File: src/rtl/tlk2711_rx_deframer.sv
// Receive-side deframer for the TLK2711 link: acquires lock from idle characters,
// strips SOF/EOF, checks the additive checksum and emits payload as a valid/last stream.
module tlk2711_rx_deframer #(
    parameter int MAX_WORDS  = 1024,
    parameter int LOCK_IDLES = 16
) (
    input  logic        rx_clk,
    input  logic        rst,
    input  logic [15:0] i_rxd,
    input  logic        i_rkmsb,
    input  logic        i_rklsb,
    output logic [15:0] o_data,
    output logic        o_valid,
    output logic        o_last,
    output logic        o_frame_ok,
    output logic        o_err,
    output logic        o_link_up,
    output logic [15:0] o_frame_cnt,
    output logic [15:0] o_err_cnt
);

    localparam int RCNT_W = $clog2(MAX_WORDS + 3);
    localparam int ICNT_W = $clog2(LOCK_IDLES + 1);
    localparam logic [RCNT_W-1:0] RCNT_ZERO  = {RCNT_W{1'b0}};
    localparam logic [RCNT_W-1:0] RCNT_ONE   = RCNT_W'(1);
    localparam logic [RCNT_W-1:0] RCNT_TWO   = RCNT_W'(2);
    localparam logic [RCNT_W-1:0] RCNT_LIMIT = RCNT_W'(MAX_WORDS + 1);
    localparam logic [ICNT_W-1:0] ICNT_ZERO  = {ICNT_W{1'b0}};
    localparam logic [ICNT_W-1:0] ICNT_ONE   = ICNT_W'(1);
    localparam logic [ICNT_W-1:0] ICNT_LOCK  = ICNT_W'(LOCK_IDLES);

    typedef enum logic [1:0] {
        ST_LOS  = 2'd0,
        ST_IDLE = 2'd1,
        ST_DATA = 2'd2,
        ST_DROP = 2'd3
    } state_t;

    typedef enum logic [2:0] {
        W_IDLE    = 3'd0,
        W_SOF     = 3'd1,
        W_EOF     = 3'd2,
        W_DATA    = 3'd3,
        W_CODEERR = 3'd4
    } wclass_t;

    function automatic wclass_t classify(input logic [15:0] w, input logic km, input logic kl);
        wclass_t c;
        if (!km && !kl) begin
            c = W_DATA;
        end else if (!km && kl && (w == 16'hC5BC)) begin
            c = W_IDLE;
        end else if (km && kl && (w == 16'hFBFB)) begin
            c = W_SOF;
        end else if (km && kl && (w == 16'hFDFD)) begin
            c = W_EOF;
        end else begin
            c = W_CODEERR;
        end
        return c;
    endfunction

    logic [15:0]       rxd_q;
    logic              rkmsb_q, rklsb_q;
    wclass_t           wclass;
    state_t            state_q, state_d;
    logic [ICNT_W-1:0] icnt_q, icnt_d;
    logic [RCNT_W-1:0] rcnt_q, rcnt_d;
    logic [15:0]       sum_q, sum_d;
    logic [15:0]       h0_q, h0_d, h1_q, h1_d;
    logic              h0_vld_q, h0_vld_d, h1_vld_q, h1_vld_d;
    logic              link_q, link_d;
    logic [15:0]       data_q, data_d;
    logic              valid_q, valid_d, last_q, last_d, ok_q, ok_d, err_q, err_d;
    logic [15:0]       frame_cnt_q, frame_cnt_d, err_cnt_q, err_cnt_d;

    assign wclass = classify(rxd_q, rkmsb_q, rklsb_q);

    // Next-state, hold-stage and output decode on the registered receive word.
    always_comb begin
        state_d  = state_q;
        icnt_d   = icnt_q;
        rcnt_d   = rcnt_q;
        sum_d    = sum_q;
        h0_d     = h0_q;
        h1_d     = h1_q;
        h0_vld_d = h0_vld_q;
        h1_vld_d = h1_vld_q;
        link_d   = link_q;
        data_d   = 16'h0000;
        valid_d  = 1'b0;
        last_d   = 1'b0;
        ok_d     = 1'b0;
        err_d    = 1'b0;
        case (state_q)
            ST_LOS: begin
                if (wclass == W_IDLE) begin
                    if ((icnt_q + ICNT_ONE) == ICNT_LOCK) begin
                        icnt_d  = ICNT_ZERO;
                        link_d  = 1'b1;
                        state_d = ST_IDLE;
                    end else begin
                        icnt_d = icnt_q + ICNT_ONE;
                    end
                end else begin
                    icnt_d = ICNT_ZERO;
                end
            end
            ST_IDLE: begin
                case (wclass)
                    W_SOF: begin
                        state_d  = ST_DATA;
                        sum_d    = 16'h0000;
                        rcnt_d   = RCNT_ZERO;
                        h0_vld_d = 1'b0;
                        h1_vld_d = 1'b0;
                    end
                    W_EOF: err_d = 1'b1;
                    W_CODEERR: begin
                        err_d   = 1'b1;
                        link_d  = 1'b0;
                        icnt_d  = ICNT_ZERO;
                        state_d = ST_LOS;
                    end
                    default: state_d = ST_IDLE;
                endcase
            end
            ST_DATA: begin
                case (wclass)
                    W_DATA: begin
                        // h0 is always a payload word here, so it is safe to emit even on overflow.
                        valid_d = h0_vld_q;
                        data_d  = h0_vld_q ? h0_q : 16'h0000;
                        if (rcnt_q == RCNT_LIMIT) begin
                            err_d    = 1'b1;
                            h0_vld_d = 1'b0;
                            h1_vld_d = 1'b0;
                            state_d  = ST_DROP;
                        end else begin
                            h0_d     = h1_q;
                            h0_vld_d = h1_vld_q;
                            sum_d    = h1_vld_q ? (sum_q + h1_q) : sum_q;
                            h1_d     = rxd_q;
                            h1_vld_d = 1'b1;
                            rcnt_d   = rcnt_q + RCNT_ONE;
                        end
                    end
                    W_EOF: begin
                        if (rcnt_q < RCNT_TWO) begin
                            err_d = 1'b1;
                        end else begin
                            valid_d = 1'b1;
                            last_d  = 1'b1;
                            ok_d    = (sum_q == h1_q);
                            data_d  = h0_q;
                        end
                        h0_vld_d = 1'b0;
                        h1_vld_d = 1'b0;
                        state_d  = ST_IDLE;
                    end
                    W_SOF: begin
                        err_d    = 1'b1;
                        sum_d    = 16'h0000;
                        rcnt_d   = RCNT_ZERO;
                        h0_vld_d = 1'b0;
                        h1_vld_d = 1'b0;
                    end
                    W_CODEERR: begin
                        err_d    = 1'b1;
                        link_d   = 1'b0;
                        icnt_d   = ICNT_ZERO;
                        h0_vld_d = 1'b0;
                        h1_vld_d = 1'b0;
                        state_d  = ST_LOS;
                    end
                    default: state_d = ST_DATA;
                endcase
            end
            ST_DROP: begin
                case (wclass)
                    W_EOF: state_d = ST_IDLE;
                    W_SOF: begin
                        state_d  = ST_DATA;
                        sum_d    = 16'h0000;
                        rcnt_d   = RCNT_ZERO;
                        h0_vld_d = 1'b0;
                        h1_vld_d = 1'b0;
                    end
                    W_CODEERR: begin
                        err_d   = 1'b1;
                        link_d  = 1'b0;
                        icnt_d  = ICNT_ZERO;
                        state_d = ST_LOS;
                    end
                    default: state_d = ST_DROP;
                endcase
            end
            default: begin
                state_d = ST_LOS;
                link_d  = 1'b0;
                icnt_d  = ICNT_ZERO;
            end
        endcase
    end

    // Saturating frame and error counters.
    always_comb begin
        frame_cnt_d = frame_cnt_q;
        err_cnt_d   = err_cnt_q;
        if (valid_d && last_d && ok_d && (frame_cnt_q != 16'hFFFF)) begin
            frame_cnt_d = frame_cnt_q + 16'd1;
        end else begin
            frame_cnt_d = frame_cnt_q;
        end
        if (err_d && (err_cnt_q != 16'hFFFF)) begin
            err_cnt_d = err_cnt_q + 16'd1;
        end else begin
            err_cnt_d = err_cnt_q;
        end
    end

    // Input capture, state and registered outputs.
    always_ff @(posedge rx_clk) begin
        if (rst) begin
            rxd_q       <= 16'h0000;
            rkmsb_q     <= 1'b0;
            rklsb_q     <= 1'b0;
            state_q     <= ST_LOS;
            icnt_q      <= ICNT_ZERO;
            rcnt_q      <= RCNT_ZERO;
            sum_q       <= 16'h0000;
            h0_q        <= 16'h0000;
            h1_q        <= 16'h0000;
            h0_vld_q    <= 1'b0;
            h1_vld_q    <= 1'b0;
            link_q      <= 1'b0;
            data_q      <= 16'h0000;
            valid_q     <= 1'b0;
            last_q      <= 1'b0;
            ok_q        <= 1'b0;
            err_q       <= 1'b0;
            frame_cnt_q <= 16'h0000;
            err_cnt_q   <= 16'h0000;
        end else begin
            rxd_q       <= i_rxd;
            rkmsb_q     <= i_rkmsb;
            rklsb_q     <= i_rklsb;
            state_q     <= state_d;
            icnt_q      <= icnt_d;
            rcnt_q      <= rcnt_d;
            sum_q       <= sum_d;
            h0_q        <= h0_d;
            h1_q        <= h1_d;
            h0_vld_q    <= h0_vld_d;
            h1_vld_q    <= h1_vld_d;
            link_q      <= link_d;
            data_q      <= data_d;
            valid_q     <= valid_d;
            last_q      <= last_d;
            ok_q        <= ok_d;
            err_q       <= err_d;
            frame_cnt_q <= frame_cnt_d;
            err_cnt_q   <= err_cnt_d;
        end
    end

    assign o_data      = data_q;
    assign o_valid     = valid_q;
    assign o_last      = last_q;
    assign o_frame_ok  = ok_q;
    assign o_err       = err_q;
    assign o_link_up   = link_q;
    assign o_frame_cnt = frame_cnt_q;
    assign o_err_cnt   = err_cnt_q;

endmodule

File: config.mk
export PLATFORM = sky130hd
export DESIGN_NAME = tlk2711_rx_deframer
export DESIGN_NICKNAME = d
export VERILOG_FILES = /design/src/rtl/tlk2711_rx_deframer.sv
export SDC_FILE = /design/constraint.sdc
export NUM_CORES = 1
export LEC_CHECK = 0
export CORE_MARGIN = 2
export CORE_UTILIZATION = 40
export DETAILED_ROUTE_END_ITERATION = 8
export GPL_ROUTABILITY_DRIVEN = 0
export HOLD_SLACK_MARGIN = 0.06
export PLACE_DENSITY = 0.67
export SETUP_SLACK_MARGIN = 0.3
export SYNTH_ARGS = -nofsm -noshare
export SYNTH_HDL_FRONTEND = slang
export SYNTH_SLANG_ARGS = --single-unit
File: constraint.sdc
create_clock -name rx_clk -period 3.31 [get_ports rx_clk]
set_input_delay 0.662 -clock rx_clk [delete_from_list [all_inputs] [get_ports rx_clk]]
set_output_delay 0.662 -clock rx_clk [all_outputs]
set_load 0.05 [all_outputs]
# Word-level counts from Yosys, hierarchy flattened
# Cells that the tools add are included.
# word_totals
register_bits	139
input_bits	20
output_inout_bits	53
wordCells	132
# classes
n_addsub	5
order_cmp	1
eq_ne	26
mux	52
bitwise	2
reduce_logical	27
# ops
cell	n
one-hot mux 16 bit (2 select lines)	3
two-way mux 16 bit	5
equality test 16 bit (second input constant)	3
one-hot mux 11 bit (2 select lines)	2
adder 16 x 1 -> 16 bit (second input constant)	2
inequality test 16 bit (second input constant)	2
two-way mux 11 bit	2
two-way mux 1 bit	17
adder 16 bit	1
equality test 16 bit	1
one-hot mux 2 bit (4 select lines)	2
two-way mux 5 bit	3
two-way mux 3 bit	4
one-hot mux 1 bit (2 select lines)	6
one-hot mux 2 bit (3 select lines)	2
adder 11 x 1 -> 11 bit (second input constant)	1
equality test 11 bit (second input constant)	1
< comparator 11 x 2 -> 1 bit (second input constant)	1
logical AND 1 bit	10
one-hot mux 5 bit (2 select lines)	1
AND reduction 5 bit	2
inequality test 3 bit (second input constant)	3
AND reduction 3 bit	3
inequality test 2 bit (second input constant)	4
other kinds (19)	32

# Logic depth before layout (Yosys ltp)
# depth
word_depth	12
depth_mapped	11
mapped_depth_nobuf	9

# Worst setup path after synthesis
# No wires, ideal clock.
# synth_path
path_type	reg-to-reg
startpoint	register err_cnt_q[6], in the netlist o_err_cnt[6]
endpoint	register err_cnt_q[1], in the netlist o_err_cnt[1]
setup_ps	128
arrival_time_ps	2299
required_ps	3182
setup_slack_ps	883
path_stages_with_launch	10
n_path_buf	2
period_less_slack_ps	2427
path_cell_list	dfxtp_1 and3_1 and3_1 nand3_1 or3_1 o211ai_4 buf_6 buf_4 mux2i_1 nor2_1
# synth_between
elab_chain_len	2
# synth_lines
item	line_no	text
from (decl)	75	logic [15:0] frame_cnt_q, frame_cnt_d, err_cnt_q, err_cnt_d;
from (signal assigned)	263	err_cnt_q <= err_cnt_d;
inequality test 16 bit	215	if (err_d && (err_cnt_q != 16'hFFFF)) begin
logical AND 1 bit	215	
# Every way passes these cells.
# A chain may end at the register's enable or synchronous reset.

# Final worst setup path
# layout_path
startpoint	register rklsb_q
endpoint	register err_cnt_q[14], in the netlist o_err_cnt[14]
# layout_between
elab_chain_len	11
elab_cells_between_ends	22
classes_between	eq/ne (4); mux (8); reduce/logical (10)
# layout_lines
item	line_no	text
from (decl)	64	logic rkmsb_q, rklsb_q;
from (signal assigned)	247	rklsb_q <= i_rklsb;
logical AND 1 bit	53, 55	
logical AND 1 bit	55	end else if (km && kl && (w == 16'hFDFD)) begin
two-way mux 3 bit	55	
two-way mux 3 bit	53	end else if (km && kl && (w == 16'hFBFB)) begin
two-way mux 3 bit	51	end else if (!km && kl && (w == 16'hC5BC)) begin
two-way mux 3 bit (*)	49	if (!km && !kl) begin
equality test 3 bit, or another cell as far along	110, 129, 180	
OR reduction 2 bit (no source line)	n/a	
one-hot mux 1 bit (3 select lines) / two-way mux 1 bit (equally long branches)	129, 110	
one-hot mux 1 bit (3 select lines) (*)	95	case (state_q)
logical AND 1 bit (*)	215	
# Mark *: on every way between the ends. The rest lies on a longest branch, timed or not.

==> results.cfg <==
[finish]
fillers = 1426
regArea_um2 = 2780
final_nets = 823
antennaDiodeCount = 0
multi_input_comb_area_um2 = 3220
stdcell_area_um2 = 7640
drive_above_1_share_pct = 6.79
syn2layout_area_growth_pct = 24.0

[synthesis]
ys_top_cells_by_count = dfxtp_1 (139), nand2_1 (100), a21oi_1 (68), nor2_1 (65), clkbuf_1 (27)
yosys_most_used_dff = dfxtp_1
ys_types = 56
synth.area.top_cells = dfxtp_1 (45%), nand2_1 (6.1%), a21oi_1 (5.5%), ha_1 (4.1%), nor2_1 (4.0%)
yosysMostFrequentCell = dfxtp_1
syn-num-nets = 758
synth-seq-cells = 139
syn_inst = 717
yosysTopAreaCell = dfxtp_1
syn_area_per_cell_um2 = 8.59
synth_warnings = 0
synth_top_area_share_pct = 45.2
synth_edf_count = 0
synth_area_um2 = 6160
ys_seq_area_share_pct = 45.2
synthArstFlopShare_pct = 0

[timing]
fin_setup_tns_ns = 0
finalMaxSlewViolations = 0
finalSetupViolCount = 0
post-route-min-period_ns = 2.76
worstMarginPinSlew_ns = 1.06
grt_setup_unrepaired = false
hold_slack_ns = 0.448
slew_headroom_pct = 28.8
fin_crit_sh_pct = 83.3
fin_ws_ns = 0.552
fmax_mhz = 363
finalHoldViolations = 0
final.setup_skew_ns = 0.00833

[grt]
grt_max_degree = 55
antenna_found_initial = 0
overflow = 0
grt_use_total_pct = 17.5
grt_pass1_wl_um = 22900
grt_pass1_vias = 4683

[power]
ir_drop_uv = 387
power_density_nw_per_um2 = 482
total_power_uw = 3680
power_leakage_uw = 0.00279

[critical_path]
max_stage_delay_ns = 0.53
crit_required_ns = 3.66
end_kind = flop
critPathMaxFanout = 24
cp.arrival_ns = 3.11
cp_slowest_cell = or4_1
worstPathCellList = nand2_2, nor4_4, and3_1, o311a_4, o211ai_4, or4_1, a21oi_1
cp-start-kind = flop
critical_path_class = flop to flop

[clock_tree]
cts_resized = 0
cts_sinks = 139
clockRootBuffer = clkbuf_16
postCtsSetupBuffers = 0
cts_buffers = 17
clk_pin_slew_ns = 0.06
clock_path_buffers = 2
clock_latency_ns = 0.42
cts_tree = built
hold_buffers = 0
htree_levels = 4

[place]
placed_cell_area_um2 = 7040
place_hpwl_um = 9790
pre_cts_ws_ns = 0.591
port_buffers = 72

[floorplanning]
die_w_um = 128
die_y_um = 128
start_util_pct = 40.7
pin_count = 73
core_area_um2 = 15100
dieArea_um2 = 16400
row_count = 45

[drt]
vias = 5169
drt-pass1-iter-count = 5
routed_via_density = 5.26
wl_per_cell_um = 14.2
drcViolationCount = 0
finalWirelength_um = 14000
drt_iter0_markers = 298
ant_nets = 0

[outcome]
run_status = finished, final reports clean

[flow_run]
drv_cap = 0

[hold_path]
hold_class = flop to flop
-- cell type report --
cell class	count	share of cell area, %
multi-input cells	534	42.1
inverters	12	0.589
repair buffers	78	9.99
clock inverters	15	2.28
well taps	188	3.08
flip-flops and latches	139	36.4
clock buffers	17	5.57
-- cells in the final DEF (no fill, tap or decap), types with 19 or more instances in the layout --
cell,synthesis,routed
xnor2_1,23,23
nand3_1,20,20
dfxtp_1,139,139
and2_1,21,21
nand2_1,100,100
a21oi_1,68,68
clkdlybuf4s50_1,0,71
nor2b_1,19,19
o21ai_0,25,25
nor3_1,20,19
or3_1,20,20
nor2_1,65,65
ha_1,20,20
-- final timing paths --
path              startpoint  slack (ns)             to  depth (start not counted)
setup / recovery     rklsb_q        0.55  o_err_cnt[14]                          7
hold reg to reg      h0_q[0]        0.45        h0_q[0]                          2
hold / removal       h0_q[0]        0.45        h0_q[0]                          2
setup reg to reg     rklsb_q        0.55  o_err_cnt[14]                          7
-- cell families after synthesis --
family,synth area share (%)
AO/OA/AOI/OAI,15.4
XOR/XNOR,5.12
adder cells (fa/ha/maj),4.39
buffers and inverters,3.03
flip-flops,45.2
multiplexers,0.670
AND/OR/NAND/NOR,26.2
-- state kept, by name, summed over array words and instances, names as in the netlist, 2 cells and up --
| signal | flops |
|---|---|
| h0_q | 16 |
| icnt_q | 5 |
| rxd_q | 16 |
| state_q | 2 |
| h1_q | 16 |
| sum_q | 16 |
| rcnt_q | 11 |
| o_data | 16 |
| o_err_cnt | 16 |
| o_frame_cnt | 16 |
-- layer usage --
| metal | wire length, um | vias to the layer above | global-route usage (%) |
|---|---|---|---|
| met5 | 0 | - | 0 |
| met4 | 133 | 0 | 4.59 |
| met3 | 565 | 15 | 5.30 |
| met2 | 6540 | 104 | 28.6 |
| met1 | 6710 | 2398 | 22.6 |
| li1 | - | 2652 | - |
-- metrics by stage --
| stage | cells | utilization, % |
|---|---|---|
| after floorplan | 717 | - |
| after global placement | 951 | 46.5 |
| after detailed placement | 951 | 46.5 |
| after CTS | 983 | 50.5 |
| after global routing | 983 | 50.5 |
| final | 983 | 50.5 |
-- worst max-delay path, delay by kind of cell (launching register included) --
kind | cells | cell delay, ns
and+or+nand+nor | 4 | 1.58
DFF | 1 | 0.46
AOI/OAI and AO/OA | 3 | 0.63
-- power by group --
group          internal [uW]  total [uW]  switching, uW
logic                   30.3        66.3           36.0
registers               1680        1690           10.1
clock network           1130        1920            787
Note: power is estimated with default switching activity, not from simulation.
